File: src/rtl/encoder_scheduler_pkg.sv
// Shared step-decode codes and the channel-index width helper for the encoder scheduler.
package encoder_sched_pkg;

  // Key layout is {sa, pa, sb, pb}: current and previous synced level of each phase.
  localparam logic [3:0] STEP_UP_A = 4'b1000;
  localparam logic [3:0] STEP_UP_B = 4'b0111;
  localparam logic [3:0] STEP_DN_A = 4'b0010;
  localparam logic [3:0] STEP_DN_B = 4'b1101;

  function automatic int chw(input int n);
    return (n > 1) ? $clog2(n) : 1;
  endfunction

endpackage

File: src/rtl/encoder_scheduler_if.sv
// Pin/config/update bundle between the encoder scheduler and its host.
interface encoder_scheduler_if
  import encoder_sched_pkg::*;
#(
  parameter int NCH   = 3,
  parameter int WIDTH = 8
);
  localparam int CHW = chw(NCH);

  logic [NCH-1:0]       a;
  logic [NCH-1:0]       b;
  logic                 cfg_we;
  logic [CHW-1:0]       cfg_ch;
  logic [WIDTH-1:0]     cfg_inc;
  logic                 cfg_clr;
  logic [NCH*WIDTH-1:0] value;
  logic                 upd_valid;
  logic [CHW-1:0]       upd_ch;
  logic [NCH-1:0]       err;

  modport master (
    output a, b, cfg_we, cfg_ch, cfg_inc, cfg_clr,
    input  value, upd_valid, upd_ch, err
  );

  modport slave (
    input  a, b, cfg_we, cfg_ch, cfg_inc, cfg_clr,
    output value, upd_valid, upd_ch, err
  );

endinterface

File: src/rtl/encoder_scheduler_alu.sv
// Combinational quadrature step decode and accumulate for one channel slot.
// Define ENC_SAT_EN to clamp at the unsigned range limits instead of wrapping.
module enc_step_alu
  import encoder_sched_pkg::*;
#(
  parameter int WIDTH = 8
) (
  input  logic [3:0]       key_i,
  input  logic [WIDTH-1:0] old_i,
  input  logic [WIDTH-1:0] inc_i,
  output logic [WIDTH-1:0] new_o,
  output logic             changed_o,
  output logic             err_hit_o
);

  function automatic logic [WIDTH-1:0] add_step(input logic [WIDTH-1:0] old_v,
                                                input logic [WIDTH-1:0] inc_v);
`ifdef ENC_SAT_EN
    logic [WIDTH:0] sum;
    sum = {1'b0, old_v} + {1'b0, inc_v};
    return sum[WIDTH] ? {WIDTH{1'b1}} : sum[WIDTH-1:0];
`else
    return old_v + inc_v;
`endif
  endfunction

  function automatic logic [WIDTH-1:0] sub_step(input logic [WIDTH-1:0] old_v,
                                                input logic [WIDTH-1:0] inc_v);
`ifdef ENC_SAT_EN
    return (inc_v > old_v) ? '0 : old_v - inc_v;
`else
    return old_v - inc_v;
`endif
  endfunction

  always_comb begin
    new_o = old_i;
    case (key_i)
      STEP_UP_A, STEP_UP_B: new_o = add_step(old_i, inc_i);
      STEP_DN_A, STEP_DN_B: new_o = sub_step(old_i, inc_i);
      default:              new_o = old_i;
    endcase
  end

  // A clamped step or a zero increment leaves the value as it was; that is not an update.
  assign changed_o = (new_o != old_i);
  assign err_hit_o = (key_i[3] ^ key_i[2]) & (key_i[1] ^ key_i[0]);

endmodule

File: src/rtl/encoder_scheduler.sv
// Round-robin scheduler sharing one quadrature decode/accumulate datapath across NCH encoders.
// Optional ENC_SAT_EN (see enc_step_alu) turns wrap-around arithmetic into saturation.
module encoder_scheduler
  import encoder_sched_pkg::*;
#(
  parameter int NCH     = 3,
  parameter int WIDTH   = 8,
  parameter int INC_RST = 1
) (
  input  logic         clk,
  input  logic         reset,
  encoder_scheduler_if.slave bus
);
  localparam int CHW = chw(NCH);

  logic [NCH-1:0]   a_s1_q, a_s2_q, b_s1_q, b_s2_q;
  logic [NCH-1:0]   pa_q, pa_d, pb_q, pb_d;
  logic [NCH-1:0]   err_q, err_d;
  logic [WIDTH-1:0] value_q [NCH];
  logic [WIDTH-1:0] value_d [NCH];
  logic [WIDTH-1:0] inc_q   [NCH];
  logic [WIDTH-1:0] inc_d   [NCH];
  logic [CHW-1:0]   slot_q, slot_d;
  logic             upd_valid_q, upd_valid_d;
  logic [CHW-1:0]   upd_ch_q, upd_ch_d;

  logic [3:0]       key;
  logic [WIDTH-1:0] alu_new;
  logic             alu_changed, alu_err;
  logic             cfg_hit;

  assign key = {a_s2_q[slot_q], pa_q[slot_q], b_s2_q[slot_q], pb_q[slot_q]};

  enc_step_alu #(.WIDTH(WIDTH)) u_alu (
    .key_i    (key),
    .old_i    (value_q[slot_q]),
    .inc_i    (inc_q[slot_q]),
    .new_o    (alu_new),
    .changed_o(alu_changed),
    .err_hit_o(alu_err)
  );

  assign cfg_hit = bus.cfg_we && (int'(bus.cfg_ch) < NCH);

  always_comb begin
    value_d     = value_q;
    inc_d       = inc_q;
    err_d       = err_q;
    pa_d        = pa_q;
    pb_d        = pb_q;
    upd_valid_d = 1'b0;
    upd_ch_d    = upd_ch_q;
    slot_d      = (slot_q == CHW'(NCH - 1)) ? '0 : slot_q + CHW'(1);

    pa_d[slot_q] = a_s2_q[slot_q];
    pb_d[slot_q] = b_s2_q[slot_q];
    if (alu_changed) begin
      value_d[slot_q] = alu_new;
      upd_valid_d     = 1'b1;
      upd_ch_d        = slot_q;
    end
    if (alu_err) err_d[slot_q] = 1'b1;

    // Config lands after the decode so the slot step uses the old inc and a clear overrides it.
    if (cfg_hit) begin
      inc_d[bus.cfg_ch] = bus.cfg_inc;
      if (bus.cfg_clr) begin
        value_d[bus.cfg_ch] = '0;
        err_d[bus.cfg_ch]   = 1'b0;
        if (bus.cfg_ch == slot_q) begin
          upd_valid_d = 1'b0;
          upd_ch_d    = upd_ch_q;
        end
      end
    end
  end

  always_ff @(posedge clk or posedge reset) begin
    if (reset) begin
      a_s1_q      <= '0;
      a_s2_q      <= '0;
      b_s1_q      <= '0;
      b_s2_q      <= '0;
      pa_q        <= '0;
      pb_q        <= '0;
      err_q       <= '0;
      value_q     <= '{default: '0};
      inc_q       <= '{default: WIDTH'(INC_RST)};
      slot_q      <= '0;
      upd_valid_q <= 1'b0;
      upd_ch_q    <= '0;
    end else begin
      a_s1_q      <= bus.a;
      a_s2_q      <= a_s1_q;
      b_s1_q      <= bus.b;
      b_s2_q      <= b_s1_q;
      pa_q        <= pa_d;
      pb_q        <= pb_d;
      err_q       <= err_d;
      value_q     <= value_d;
      inc_q       <= inc_d;
      slot_q      <= slot_d;
      upd_valid_q <= upd_valid_d;
      upd_ch_q    <= upd_ch_d;
    end
  end

  for (genvar i = 0; i < NCH; i++) begin : g_value
    assign bus.value[i*WIDTH +: WIDTH] = value_q[i];
  end

  assign bus.upd_valid = upd_valid_q;
  assign bus.upd_ch    = upd_ch_q;
  assign bus.err       = err_q;

endmodule

File: src/flat_wrapper.sv
// flat-port wrapper written by rule: the top's interface ports become plain ports
module encoder_scheduler_flat import encoder_sched_pkg::*;
#(
  parameter int NCH     = 3,
  parameter int WIDTH   = 8,
  parameter int INC_RST = 1
)
  (clk, reset, bus_a, bus_b, bus_cfg_we, bus_cfg_ch, bus_cfg_inc, bus_cfg_clr, bus_value, bus_upd_valid, bus_upd_ch, bus_err);
  encoder_scheduler_if #(.NCH(NCH), .WIDTH(WIDTH)) bus_i ();
  input  logic clk;
  input  logic reset;
  input wire logic [$bits(bus_i.a)-1:0] bus_a;
  input wire logic [$bits(bus_i.b)-1:0] bus_b;
  input wire logic [$bits(bus_i.cfg_we)-1:0] bus_cfg_we;
  input wire logic [$bits(bus_i.cfg_ch)-1:0] bus_cfg_ch;
  input wire logic [$bits(bus_i.cfg_inc)-1:0] bus_cfg_inc;
  input wire logic [$bits(bus_i.cfg_clr)-1:0] bus_cfg_clr;
  output wire logic [$bits(bus_i.value)-1:0] bus_value;
  output wire logic [$bits(bus_i.upd_valid)-1:0] bus_upd_valid;
  output wire logic [$bits(bus_i.upd_ch)-1:0] bus_upd_ch;
  output wire logic [$bits(bus_i.err)-1:0] bus_err;
  assign bus_i.a = bus_a;
  assign bus_i.b = bus_b;
  assign bus_i.cfg_we = bus_cfg_we;
  assign bus_i.cfg_ch = bus_cfg_ch;
  assign bus_i.cfg_inc = bus_cfg_inc;
  assign bus_i.cfg_clr = bus_cfg_clr;
  assign bus_value = bus_i.value;
  assign bus_upd_valid = bus_i.upd_valid;
  assign bus_upd_ch = bus_i.upd_ch;
  assign bus_err = bus_i.err;
  encoder_scheduler #(.NCH(NCH), .WIDTH(WIDTH), .INC_RST(INC_RST)) u_core (.clk(clk), .reset(reset), .bus(bus_i));
endmodule
File: config.mk
export PLATFORM = sky130hd
export DESIGN_NAME = encoder_scheduler_flat
export DESIGN_NICKNAME = d
export VERILOG_FILES = /design/src/rtl/encoder_scheduler_pkg.sv /design/src/rtl/encoder_scheduler_if.sv /design/src/rtl/encoder_scheduler_alu.sv /design/src/rtl/encoder_scheduler.sv /design/src/flat_wrapper.sv
export SDC_FILE = /design/constraint.sdc
export NUM_CORES = 1
export LEC_CHECK = 0
export ABC_AREA = 0
export BUFFER_PORTS_ARGS = -buffer_cell sky130_fd_sc_hd__buf_2
export CORE_MARGIN = 3
export CORE_UTILIZATION = 30
export DETAILED_ROUTE_END_ITERATION = 16
export GPL_TIMING_DRIVEN = 0
export PLACE_DENSITY = 0.57
export SYNTH_ARGS = -nofsm -noshare
export SYNTH_HDL_FRONTEND = slang
export SYNTH_SLANG_ARGS = --single-unit
File: constraint.sdc
create_clock -name clk -period 10.2 [get_ports clk]
set_input_delay 1.53 -clock clk [delete_from_list [all_inputs] [get_ports clk]]
set_output_delay 1.53 -clock clk [all_outputs]
set_load 0.03 [all_outputs]
# Word level (Yosys, flattened, before mapping)
# Cells that the tools add are included.
# totals
ff_bits,74
latchBits,0
ram_bits,0
rom_bits,0
inputBits,20
word_cells,95
mem_count,0
# classes
n_addsub,3
n_mul,0
n_div,0
order_cmp,9
eq_ne,8
shift,0
n_mux,42
bitwise,10
reduce_logical,7
# ops
cell,count
24-bit two-way mux,3
24-bit bitwise mux,2
8-bit two-way mux,6
8-bit binary-select mux with 2-bit select,2
8-bit demux with 2-bit select,2
24-bit bitwise AND,1
24-bit NOT,1
8-bit one-hot mux with 2 select lines,1
1-bit two-way mux,10
2-bit two-way mux,5
3-bit two-way mux,3
8-bit adder,1
1-bit binary-select mux with 2-bit select,4
"4-bit == test, second input constant",2
8-bit != test,1
8-bit subtractor,1
3-bit bitwise mux,2
"3-bit >= comparator, second input constant",2
"2-bit by 3-bit < comparator with 1-bit output, second input constant",2
"3-bit by 1-bit < comparator with 1-bit output, second input constant",2
2-bit NOT with 3-bit output,2
1-bit logical AND,5
1-bit demux with 2-bit select,2
"4-bit by 2-bit == test with 1-bit output, second input constant",1
other kinds (13),16

# Logic depth before layout (Yosys ltp)
# Gate-level depths: netlist of run 1.
# logic_depth
ltp_word,11
depth_mapped,24
depth_no_buf,18

# Hierarchy
# Synthesis of run 1 repeated with hierarchy kept, for this count alone.
# unflattened
hier_cells,416
hier_area_um2,4164.0
# by_module_without_submodules
module,n_inst,cells_each,area_per_inst_um2,seq_area_each_um2
encoder_scheduler,1,282,3235.6,1855.5
enc_step_alu,1,134,928.4,0.0

# Least setup slack after synthesis of run 1
# OpenSTA, ideal clock, no wires.
# synth_timing
path_type,reg2reg
startpoint,reg u_core.slot_q[0]
endpoint,"reg u_core.value_q, in the netlist u_core.bus.value[10]"
setup_time_ps,94
arrival_time_ps,4677
required_time_ps,10106
slack_ps,5429
stages_incl_launch_ff,23
synth_period_minus_slack_ps,4771
path_cell_list,dfrtp_1 -> buf_6 -> buf_2 -> buf_1 -> mux2i_1 -> nor2_1 -> a21oi_1 -> inv_1 -> ha_1 -> a22o_1 -> clkbuf_1 -> inv_1 -> o31ai_1 -> xor2_1 -> ha_1 -> or3_1 -> a21o_1 -> a2111oi_0 -> and4_1 -> and3_4 -> clkbuf_1 -> nor2_1 -> a211oi_1
# synth_rtl
item,line,source
start: declaration,encoder_scheduler.sv:23,"logic [CHW-1:0] slot_q, slot_d;"
start signal: assignment,encoder_scheduler.sv:102,slot_q <= slot_d;
end signal: assignment,encoder_scheduler.sv:100,value_q <= value_d;
end: declaration,encoder_scheduler.sv:19,logic [WIDTH-1:0] value_q [NCH];

==> results of run 1 <==
## final timing paths
path	endpoint	slack (ns)
worst max-delay path	u_core.bus.value[10]$_DFF_PP0_	4.36
worst min-delay path	u_core.b_s2_q[1]$_DFF_PP0_	0.35
max in group asynchronous	u_core.inc_q[8]$_DFFE_PP1P_	8.46
min in group asynchronous	u_core.bus.upd_ch[1]$_DFFE_PP0P_	1.15
worst min register to register	u_core.b_s2_q[1]$_DFF_PP0_	0.35
worst max register to register	u_core.bus.value[10]$_DFF_PP0_	4.36
## metal layers
layer | wire [microns] | track usage (%) | up-vias
li1 | - | - | 1492
met1 | 4638 | 19.22 | 1515
met2 | 4553 | 23.27 | 57
met3 | 422 | 2.925 | 13
met4 | 165 | 4.902 | 0
met5 | 0 | 0 | -
## registers in the layout, summed over array words and instances (netlist names)
name / cells
u_core.bus.upd_ch: 2
u_core.bus.err: 3
u_core.pb_q: 3
u_core.b_s1_q: 3
u_core.slot_q: 2
u_core.a_s2_q: 3
u_core.b_s2_q: 3
u_core.bus.value: 24
u_core.bus.upd_valid: 1
u_core.pa_q: 3
u_core.a_s1_q: 3
u_core.inc_q: 24
## stage by stage
stage / util (%) / power [W] / instances / hold slack [ns] / setup WS, ns
2_1_floorplan: - / 0.0007511 / 376 / 0.3312 / 5.429
3_3_place_gp: 34.91 / 0.0008730 / 597 / 0.3314 / 4.465
3_5_place_dp: 35.15 / 0.0008814 / 598 / 0.3358 / 4.389
4_1_cts: 37.27 / 0.001175 / 614 / 0.3496 / 4.341
5_1_grt: 37.27 / 0.001243 / 614 / 0.3580 / 3.810
6_report: 37.27 / 0.001162 / 614 / 0.3458 / 4.361
## logic make-up (layout without fill, tap and decap cells)
group                    Yosys count  after routing  share of synthesized area, %
buffers and inverters             34            100                         3.938
multiplexers                      54             54                         14.33
XOR/XNOR                          14             14                         3.039
adder cells (fa/ha/maj)           17             17                         5.457
AO/OA/AOI/OAI                     94             94                         15.13
flip-flops                        74             74                         45.98
AND/OR/NAND/NOR                   89             89                         12.12
## cell usage after synthesis, types with 5 or more instances
cell / n / share of area [%]
a21oi_1: 26 / 3.2
buf_2: 7 / 0.87
clkbuf_1: 10 / 0.93
dfrtp_1: 71 / 44
ha_1: 16 / 5.0
inv_1: 12 / 1.1
mux2_2: 30 / 8.4
mux2i_1: 24 / 6.0
nand2_1: 25 / 2.3
nor2_1: 14 / 1.3
o21ai_0: 23 / 2.9
o22ai_1: 7 / 1.1
o2bb2ai_1: 5 / 1.1
or3_1: 18 / 2.8
xnor2_1: 7 / 1.5
xor2_1: 7 / 1.5
## final cells by class
class	count	area, sq um
repair buffers	50	272.8
inverters	12	47.55
flip-flops and latches	74	1856
well taps	172	215.2
fillers	1300	8078
clock buffers	11	232.7
plain buffers	22	113.9
multi-input cells	268	2021
clock inverters	5	40.04
## worst max-delay path, stage by stage, from the launching register on
cell and delay [ns]:
dfrtp_1 0.35, buf_6 0.14, buf_2 0.29, buf_1 0.55, mux2i_1 0.25, nor2_1 0.05
a21oi_1 0.27, ha_1 0.23, a22o_1 0.12, clkbuf_1 0.32, mux2i_1 0.40, ha_1 0.31
and3b_1 0.20, or3_1 0.38, a21o_1 0.19, a2111oi_0 0.37, and4_1 0.33, and3_4 0.25
clkbuf_1 0.31, nor2_1 0.16, a211oi_1 0.25
## report_power, final
part | internal [W] | leakage (nW) | switching [W]
clock network | 0.000166 | 0.134 | 0.000120
logic | 0.000181 | 1.22 | 0.000292
registers | 0.000359 | 0.896 | 0.0000434
total | 0.000706 | 2.25 | 0.000456
==> metrics.yaml, run 1 <==
postRouteAntennaNets: 0
grt_pass1_wl_microns: 16790
synthDistinctLibCells: 56
drive_gt1_share_pct: 25.79
htreeDepth: 3
drt_iter0_markers: 104
worst_pin_slew_ns: 0.7008
drt-total-wl_microns: 9780
hold_class: "reg2reg"
setup_viol: 0
peakVddDrop_uv: 109.1
period_minus_slack_ns: 5.839
worst-r2r-cell-count: 20
gp_congestion: 0.8657
layout_common_cells: "dfrtp_1 (71), buf_2 (56), mux2_2 (30), a21oi_1 (26), nand2_1 (25)"
worstPathArrival_ns: 6.08
syn2layout_area_growth_pct: 18.91
vias: 3077
setup_tns_ns: 0
start_kind: "register"
drv_cap: 0
antenna_found_initial: 0
clk_path_buf_depth: 2
diodes: 0
syn_area_sq_um: 4035
synth_edf_count: 0
wl_per_cell_microns: 15.93
final_common_cell: "dfrtp_1"
fmaxAchievable_mhz: 171.3
power.leakage_nw: 2.246
path_clk_slew_ns: 0.06
rsz0062_at_grt: "false"
status: "finished, final reports clean"
clock_skew_ns: 0.008008
viasPerCell: 5.011
grt_pass1_vias: 3267
clk-insertion-delay-late_ns: 0.34
nNetsFinal: 474
grt.overflow.total: 0
async_flop_share_pct: 100.0
postCtsSetupRepairBufs: 0
p_per_area_nw_per_um2: 242.2
worst_ep_required_time_ns: 10.44
synthCells: 376
numClockSinks: 74
slew_violations: 0
drt_pass1_iterations: 4
place_area_sq_um: 4526
rr_startpoint: "u_core.slot_q[0]$_DFF_PP0_"
hold_viol_final: 0
initial_utilization_pct: 31.34
min_from: "u_core.b_s1_q[1]$_DFF_PP0_"
grt_start_max_net_pins: 53
synth_area_per_cell_sq_um: 10.73
cts.repair.resized: 0
cts_made_buffers: 9
endpoint_kind: "register"
cts_tree: "built"
cts_hold_buf: 0
dp_hpwl_microns: 7431
yosysSeqAreaShare_pct: 45.98
crit_type: "reg2reg"
core_sq_um: 12880
ys.flop_type: "dfrtp_1"
synth_warnings: 0
post-route-period-util_pct: 57.24
fp.dieArea_sq_um: 14880
cp_max_fo: 10
crit_path_start: "u_core.slot_q[0]$_DFF_PP0_"
syn_nets: 413
io_buffers: 49
grt_usage_pct: 14.38
ios: 50
die_h_microns: 122.0
drcViolationCount: 0
die_w_microns: 122.0
synth.ff_latch_count: 74
root_buffer: "clkbuf_16"
rows: 41
hold_depth: 0
relSlewSlack_pct: 53.14
final_area_sq_um: 4798
Power figures use the tool's default switching activity.
==> inputs of run 2 (changes only) <==
Settings changed: PLACE_DENSITY 0.57 to 0.58.
Clock period 10.2 ns to 5.2 ns, I/O delays scaled along.
==> metrics.yaml, run 2 (synthesis gave the netlist of run 1 again) <==
switching_share_pct: 39.54  # +0.30 points
start_kind: "register"
postRouteAntennaNets: 0  # unchanged
grt.overflow.total: 0  # unchanged
io_buffers: 49  # unchanged
power.leakage_nw: 2.251  # +0.22%
p_per_area_nw_per_um2: 477.3  # +97%
hold_end: "u_core.a_s2_q[0]$_DFF_PP0_"
status: "finished, final reports clean"
hold_depth: 0  # unchanged
p_switching_w: 0.0009075  # +99%
relSlewSlack_pct: 53.63  # +0.49 points
worst-r2r-cell-count: 20  # unchanged
crit_type: "reg2reg"
final_common_cell: "dfrtp_1"
combPwrFrac_pct: 41.1  # +0.3 points
grt_start_max_net_pins: 54  # +1.9%
cts_made_buffers: 9  # unchanged
holdWs_ns: 0.3474  # +0.001603 ns
hold_class: "reg2reg"
dpl_worst_slack_ns: -0.5480  # -4.937 ns
path_clk_slew_ns: 0.06  # about the same
grt_pass1_wl_microns: 16460  # -2.0%
clock_skew_ns: 0.005365  # -0.002643 ns
initial_utilization_pct: 31.34  # unchanged
setup_ws_ns: 0.3545  # -4.007 ns
antenna_found_initial: 0  # unchanged
wl_per_cell_microns: 16.05  # +0.79%
rsz0062_at_grt: "false"
cp_max_fo: 10  # unchanged
layout_common_cells: "dfrtp_1 (71), buf_2 (55), mux2_2 (30), nand2_1 (25), a21oi_1 (25)"
diodes: 0  # unchanged
numClockSinks: 74  # unchanged
regToRegEndpoint: "u_core.bus.value[10]$_DFF_PP0_"
syn2layout_area_growth_pct: 19.16
drive_gt1_share_pct: 27.56  # +1.8 points
peakVddDrop_uv: 183.0  # +68%
post-route-period-util_pct: 93.18  # +36 points
clk-insertion-delay-late_ns: 0.33  # about the same
hold_viol_final: 0  # unchanged
setup_viol: 0  # unchanged
rr_startpoint: "u_core.slot_q[1]$_DFF_PP0_"
worstPathArrival_ns: 5.08  # -1.00 ns
cts_hold_buf: 0  # unchanged
slew_violations: 0  # unchanged
rows: 41  # unchanged
vias: 3136  # +1.9%
ios: 50  # unchanged
core_sq_um: 12880  # unchanged
min_from: "u_core.a_s1_q[0]$_DFF_PP0_"
drt_pass1_iterations: 4  # unchanged
clk_path_buf_depth: 2  # unchanged
grt_pass1_vias: 3338  # +2.2%
fp.dieArea_sq_um: 14880  # unchanged
drcViolationCount: 0  # unchanged
grt_usage_pct: 14.02  # -0.36 points
die_w_microns: 122.0  # unchanged
drt-total-wl_microns: 9809  # +0.30%
p_int_w: 0.001387  # +96%
endpoint_kind: "register"
cts_tree: "built"
root_buffer: "clkbuf_16"
worst_ep_required_time_ns: 5.44  # -5.00 ns
drt_iter0_markers: 116  # +12%
fmaxAchievable_mhz: 206.4  # +20%
die_h_microns: 122.0  # unchanged
r2r_slack_ns: 0.35  # -4.01 ns
htreeDepth: 3  # unchanged
worst_pin_slew_ns: 0.6930  # -0.007724 ns
seqPwrFrac_pct: 34.4  # -0.2 points
gp_congestion: 0.8645  # -0.14%
drv_cap: 0  # unchanged
nNetsFinal: 471  # -0.63%
dp_hpwl_microns: 7463  # +0.44%
period_minus_slack_ns: 4.846  # -0.9932 ns
viasPerCell: 5.133  # +2.4%
clkPwrFrac_pct: 24.5  # about the same
[run 2: power groups by stage]
| stage | clock network (W) | logic, W | registers, W |
|---|---|---|---|
| after floorplan | 0 | 0.000534 | 0.000939 |
| after global placement | 0 | 0.000913 | 0.000795 |
| after detailed placement | 0 | 0.000932 | 0.000802 |
| after CTS | 0.000583 | 0.000939 | 0.000791 |
| after global routing | 0.000607 | 0.00103 | 0.000807 |
| final | 0.000563 | 0.000943 | 0.000789 |
[run 2: worst max path at each step]
stage / from / to / slack (ns) / cells after the start
global route: u_core.slot_q[1]$_DFF_PP0_ / u_core.bus.value[10]$_DFF_PP0_ / 0.01 / 21
global placement: u_core.slot_q[0]$_DFF_PP0_ / u_core.bus.value[10]$_DFF_PP0_ / -0.49 / 21
detailed placement: u_core.slot_q[0]$_DFF_PP0_ / u_core.bus.value[10]$_DFF_PP0_ / -0.55 / 20
floorplan: u_core.slot_q[0]$_DFF_PP0_ / u_core.bus.value[10]$_DFF_PP0_ / 0.43 / 22
CTS: u_core.slot_q[0]$_DFF_PP0_ / u_core.bus.value[10]$_DFF_PP0_ / 0.1 / 20
finish: u_core.slot_q[1]$_DFF_PP0_ / u_core.bus.value[10]$_DFF_PP0_ / 0.35 / 20
[run 2: area by class of cell]
| type | instances | area (sq um) |
|---|---|---|
| Buffer | 18 | 106.4 |
| Clock buffer | 10 | 229.0 |
| Clock inverter | 6 | 42.54 |
| Fill cell | 1292 | 8068 |
| Inverter | 12 | 47.55 |
| Multi-Input combinational cell | 268 | 2032 |
| Sequential cell | 74 | 1856 |
| Tap cell | 172 | 215.2 |
| Timing Repair Buffer | 51 | 280.3 |
[run 2: per-stage QoR]
step / cell area, sq um / util [%] / power, W / cells / setup TNS [ns]
floorplan: 4035 / - / 0.001473 / 376 / 0
global placement: 4496 / 34.91 / 0.001708 / 597 / -9.771
detailed placement: 4526 / 35.15 / 0.001733 / 598 / -11.31
CTS: 4788 / 37.19 / 0.002312 / 611 / 0
global route: 4808 / 37.34 / 0.002447 / 611 / 0
finish: 4808 / 37.34 / 0.002295 / 611 / 0
[run 2: timing repair]
item | in CTS | in global routing
gates resized for setup | 1 | 11
endpoints found under the hold margin | 0 | 0
endpoints found under the setup margin | 26 | 23
pin swaps | 0 | 1
setup buffers | 0 | 1
[run 2: routing by layer]
layer / share of wire [%] / global-route usage, % / vias up
met5: 0 / 0 / -
met4: 1.5 / 5.112 / 0
met3: 5.6 / 3.760 / 14
met2: 49 / 23.03 / 82
met1: 44 / 17.75 / 1551
li1: - / - / 1489
[run 2: worst max-delay path: stages, from the launching register on]
cell       delay [ns]
dfrtp_1          0.35
buf_2            0.14
nor2b_1          0.12
buf_2            0.17
buf_2            0.21
a21oi_1          0.27
inv_1            0.11
ha_1             0.19
a22o_2           0.34
inv_1            0.14
o31ai_1          0.11
xor2_1           0.17
ha_1             0.36
or3_1            0.43
a21o_1           0.19
a2111oi_1        0.34
and4_2           0.33
and3_4           0.23
buf_2            0.20
nor2_1           0.10
a211oi_1         0.25
==> inputs of run 3 (changes only) <==
Settings changed: CORE_ASPECT_RATIO set to 0.7, CORE_UTILIZATION 30 to 25, PLACE_DENSITY 0.58 to 0.52.
==> metrics.yaml, run 3 (synthesis gave the netlist of run 1 again) <==
worst_ep_required_time_ns: 5.45  # about the same
power.leakage_nw: 2.266  # +0.69%
drt-total-wl_microns: 11200  # +14%
path_buf_inv: 6  # unchanged
clk_path_buf_depth: 2  # unchanged
peakVddDrop_uv: 185.5  # +1.4%
grt_pass1_wl_microns: 17960  # +9.1%
busiest_layer: "met1"
fill_cells: 1614  # +25%
core_sq_um: 15640  # +21%
endpoint_kind: "register"
initial_utilization_pct: 25.80  # -5.5 points
cts_made_buffers: 9  # unchanged
start_kind: "register"
finalNonFillerCells: 641  # +4.9%
antenna_found_initial: 2  # +2
setup_tns_ns: 0  # unchanged
clock_skew_ns: 0.007981  # +0.002616 ns
cp_max_fo: 10  # unchanged
path_clk_slew_ns: 0.06  # about the same
critPathSlowestCell: "or3_1"
numClockSinks: 74  # unchanged
dp_hpwl_microns: 8376  # +12%
path_cells: "buf_2 > nor2b_1 > buf_2 > buf_4 > nand2_1 > o21a_1 > inv_1 > ha_1 > a22o_2 > nor2_1 > xnor2_1 > ha_1 > and3b_1 > or3_1 > a21o_1 > a2111oi_2 > and4_4 > and3_4 > buf_6 > buf_4 > o21ai_0 > a21oi_1"
place_area_sq_um: 4553  # +0.61%
vias: 3129  # -0.22%
crit_type: "reg2reg"
rr_startpoint: "u_core.slot_q[1]$_DFF_PP0_"
gp_congestion: 0.9077  # +5.0%
use_met1_pct: 19.94  # +2.2 points
met3_usage_pct: 4.123  # +0.36 points
worstPathArrival_ns: 5.17  # +0.09 ns
critical-path-max-stage-delay_ns: 0.39  # -0.04 ns
dpl_worst_slack_ns: -0.6822  # -0.1342 ns
postRouteAntennaNets: 0  # unchanged
io_buffers: 49  # unchanged
p_per_area_nw_per_um2: 492.8  # +3.2%
finalPower_w: 0.002409  # +5.0%
period_minus_slack_ns: 4.916  # +0.07081 ns
slew_violations: 0  # unchanged
drive_gt1_share_pct: 28.41  # +0.85 points
grt_usage_pct: 13.17  # -0.85 points
dp_cells: 626  # +4.7%
final_common_cell: "dfrtp_1"
drt_pass1_iterations: 4  # unchanged
root_buffer: "clkbuf_16"
drt_iter0_markers: 191  # +65%
cpLargestDelayFamily: "simple AND/OR/NAND/NOR gates"
min_from: "u_core.a_s1_q[0]$_DFF_PP0_"
use_met2_pct: 18.26  # -4.8 points
hold_class: "reg2reg"
layout_common_cells: "dfrtp_1 (71), buf_2 (53), mux2_2 (30), nand2_1 (25), a21oi_1 (24)"
hold_viol_final: 0  # unchanged
setup_ws_ns: 0.2837  # -0.07081 ns
crit_path_start: "u_core.slot_q[1]$_DFF_PP0_"
cts_tree: "built"
die_w_microns: 157.9  # +29%
status: "finished, final reports clean"
fp.dieArea_sq_um: 17730  # +19%
fmaxAchievable_mhz: 203.4  # -1.4%
relSlewSlack_pct: 43.57  # -10 points
htreeDepth: 3  # unchanged
nNetsFinal: 472  # +0.21%
setup_viol: 0  # unchanged
wl_per_cell_microns: 17.47  # +8.8%
worst_pin_slew_ns: 0.8433  # +0.1503 ns
grt.overflow.total: 0  # unchanged
final_area_sq_um: 4888  # +1.7%
post-route-period-util_pct: 94.54  # +1.4 points
drcViolationCount: 0  # unchanged
syn2layout_area_growth_pct: 21.15
grt_pass1_vias: 3164  # -5.2%
viasPerCell: 4.881  # -4.9%
ios: 50  # unchanged
grt_start_max_net_pins: 41  # -24%
clk-insertion-delay-late_ns: 0.34  # about the same
rows: 38  # -7.3%
die_h_microns: 112.3  # -7.9%
drv_cap: 0  # unchanged
run 3: worst paths after layout:
check	end	slack, ns	cells after the start
worst max-delay path	u_core.bus.value[12]$_DFF_PP0_	0.28	22
worst min-delay path	u_core.a_s2_q[0]$_DFF_PP0_	0.35	0
worst max register to register	u_core.bus.value[12]$_DFF_PP0_	0.28	22
worst min register to register	u_core.a_s2_q[0]$_DFF_PP0_	0.35	0
max in group asynchronous	u_core.bus.value[2]$_DFF_PP0_	4.16	3
min in group asynchronous	u_core.a_s1_q[0]$_DFF_PP0_	0.45	2
run 3: per-layer routing:
layer	share of wire [%]	up-vias
li1	-	1488
met1	50	1549
met2	42	79
met3	6.5	11
met4	0.95	2
met5	0.062	-
run 3: area by class of cell:
type	instances	area [sq um]	share of cell area [%]
clock buffer	9	225.2	4.607
inverter	12	47.55	0.9726
timing repair buffer	51	272.8	5.580
multi-input combinational	268	2042	41.77
clock inverter	7	76.32	1.561
buffer	19	116.4	2.380
antenna	1	2.502	0.05119
sequential	74	1856	37.96
tap	200	250.2	5.119
run 3: repair_timing:
action | CTS | global route
gates cloned | 0 | 0
setup buffers | 0 | 1
hold buffers | 0 | 0
resized for setup | 4 | 12
endpoints found under the setup margin | 26 | 25
pin swaps | 0 | 5
run 3: stage by stage:
stage	utilization, %	hold slack [ns]
floorplan	-	0.3312
global placement	28.96	0.3350
detailed placement	29.11	0.3402
CTS	31.02	0.3553
global route	31.25	0.3584
finish	31.25	0.3513
run 3: power by group:
group          internal (W)  total (W)  switching (W)
registers          0.000703   0.000793      0.0000905
logic              0.000367   0.000973       0.000606
clock network      0.000375   0.000643       0.000268
total               0.00144    0.00241       0.000964
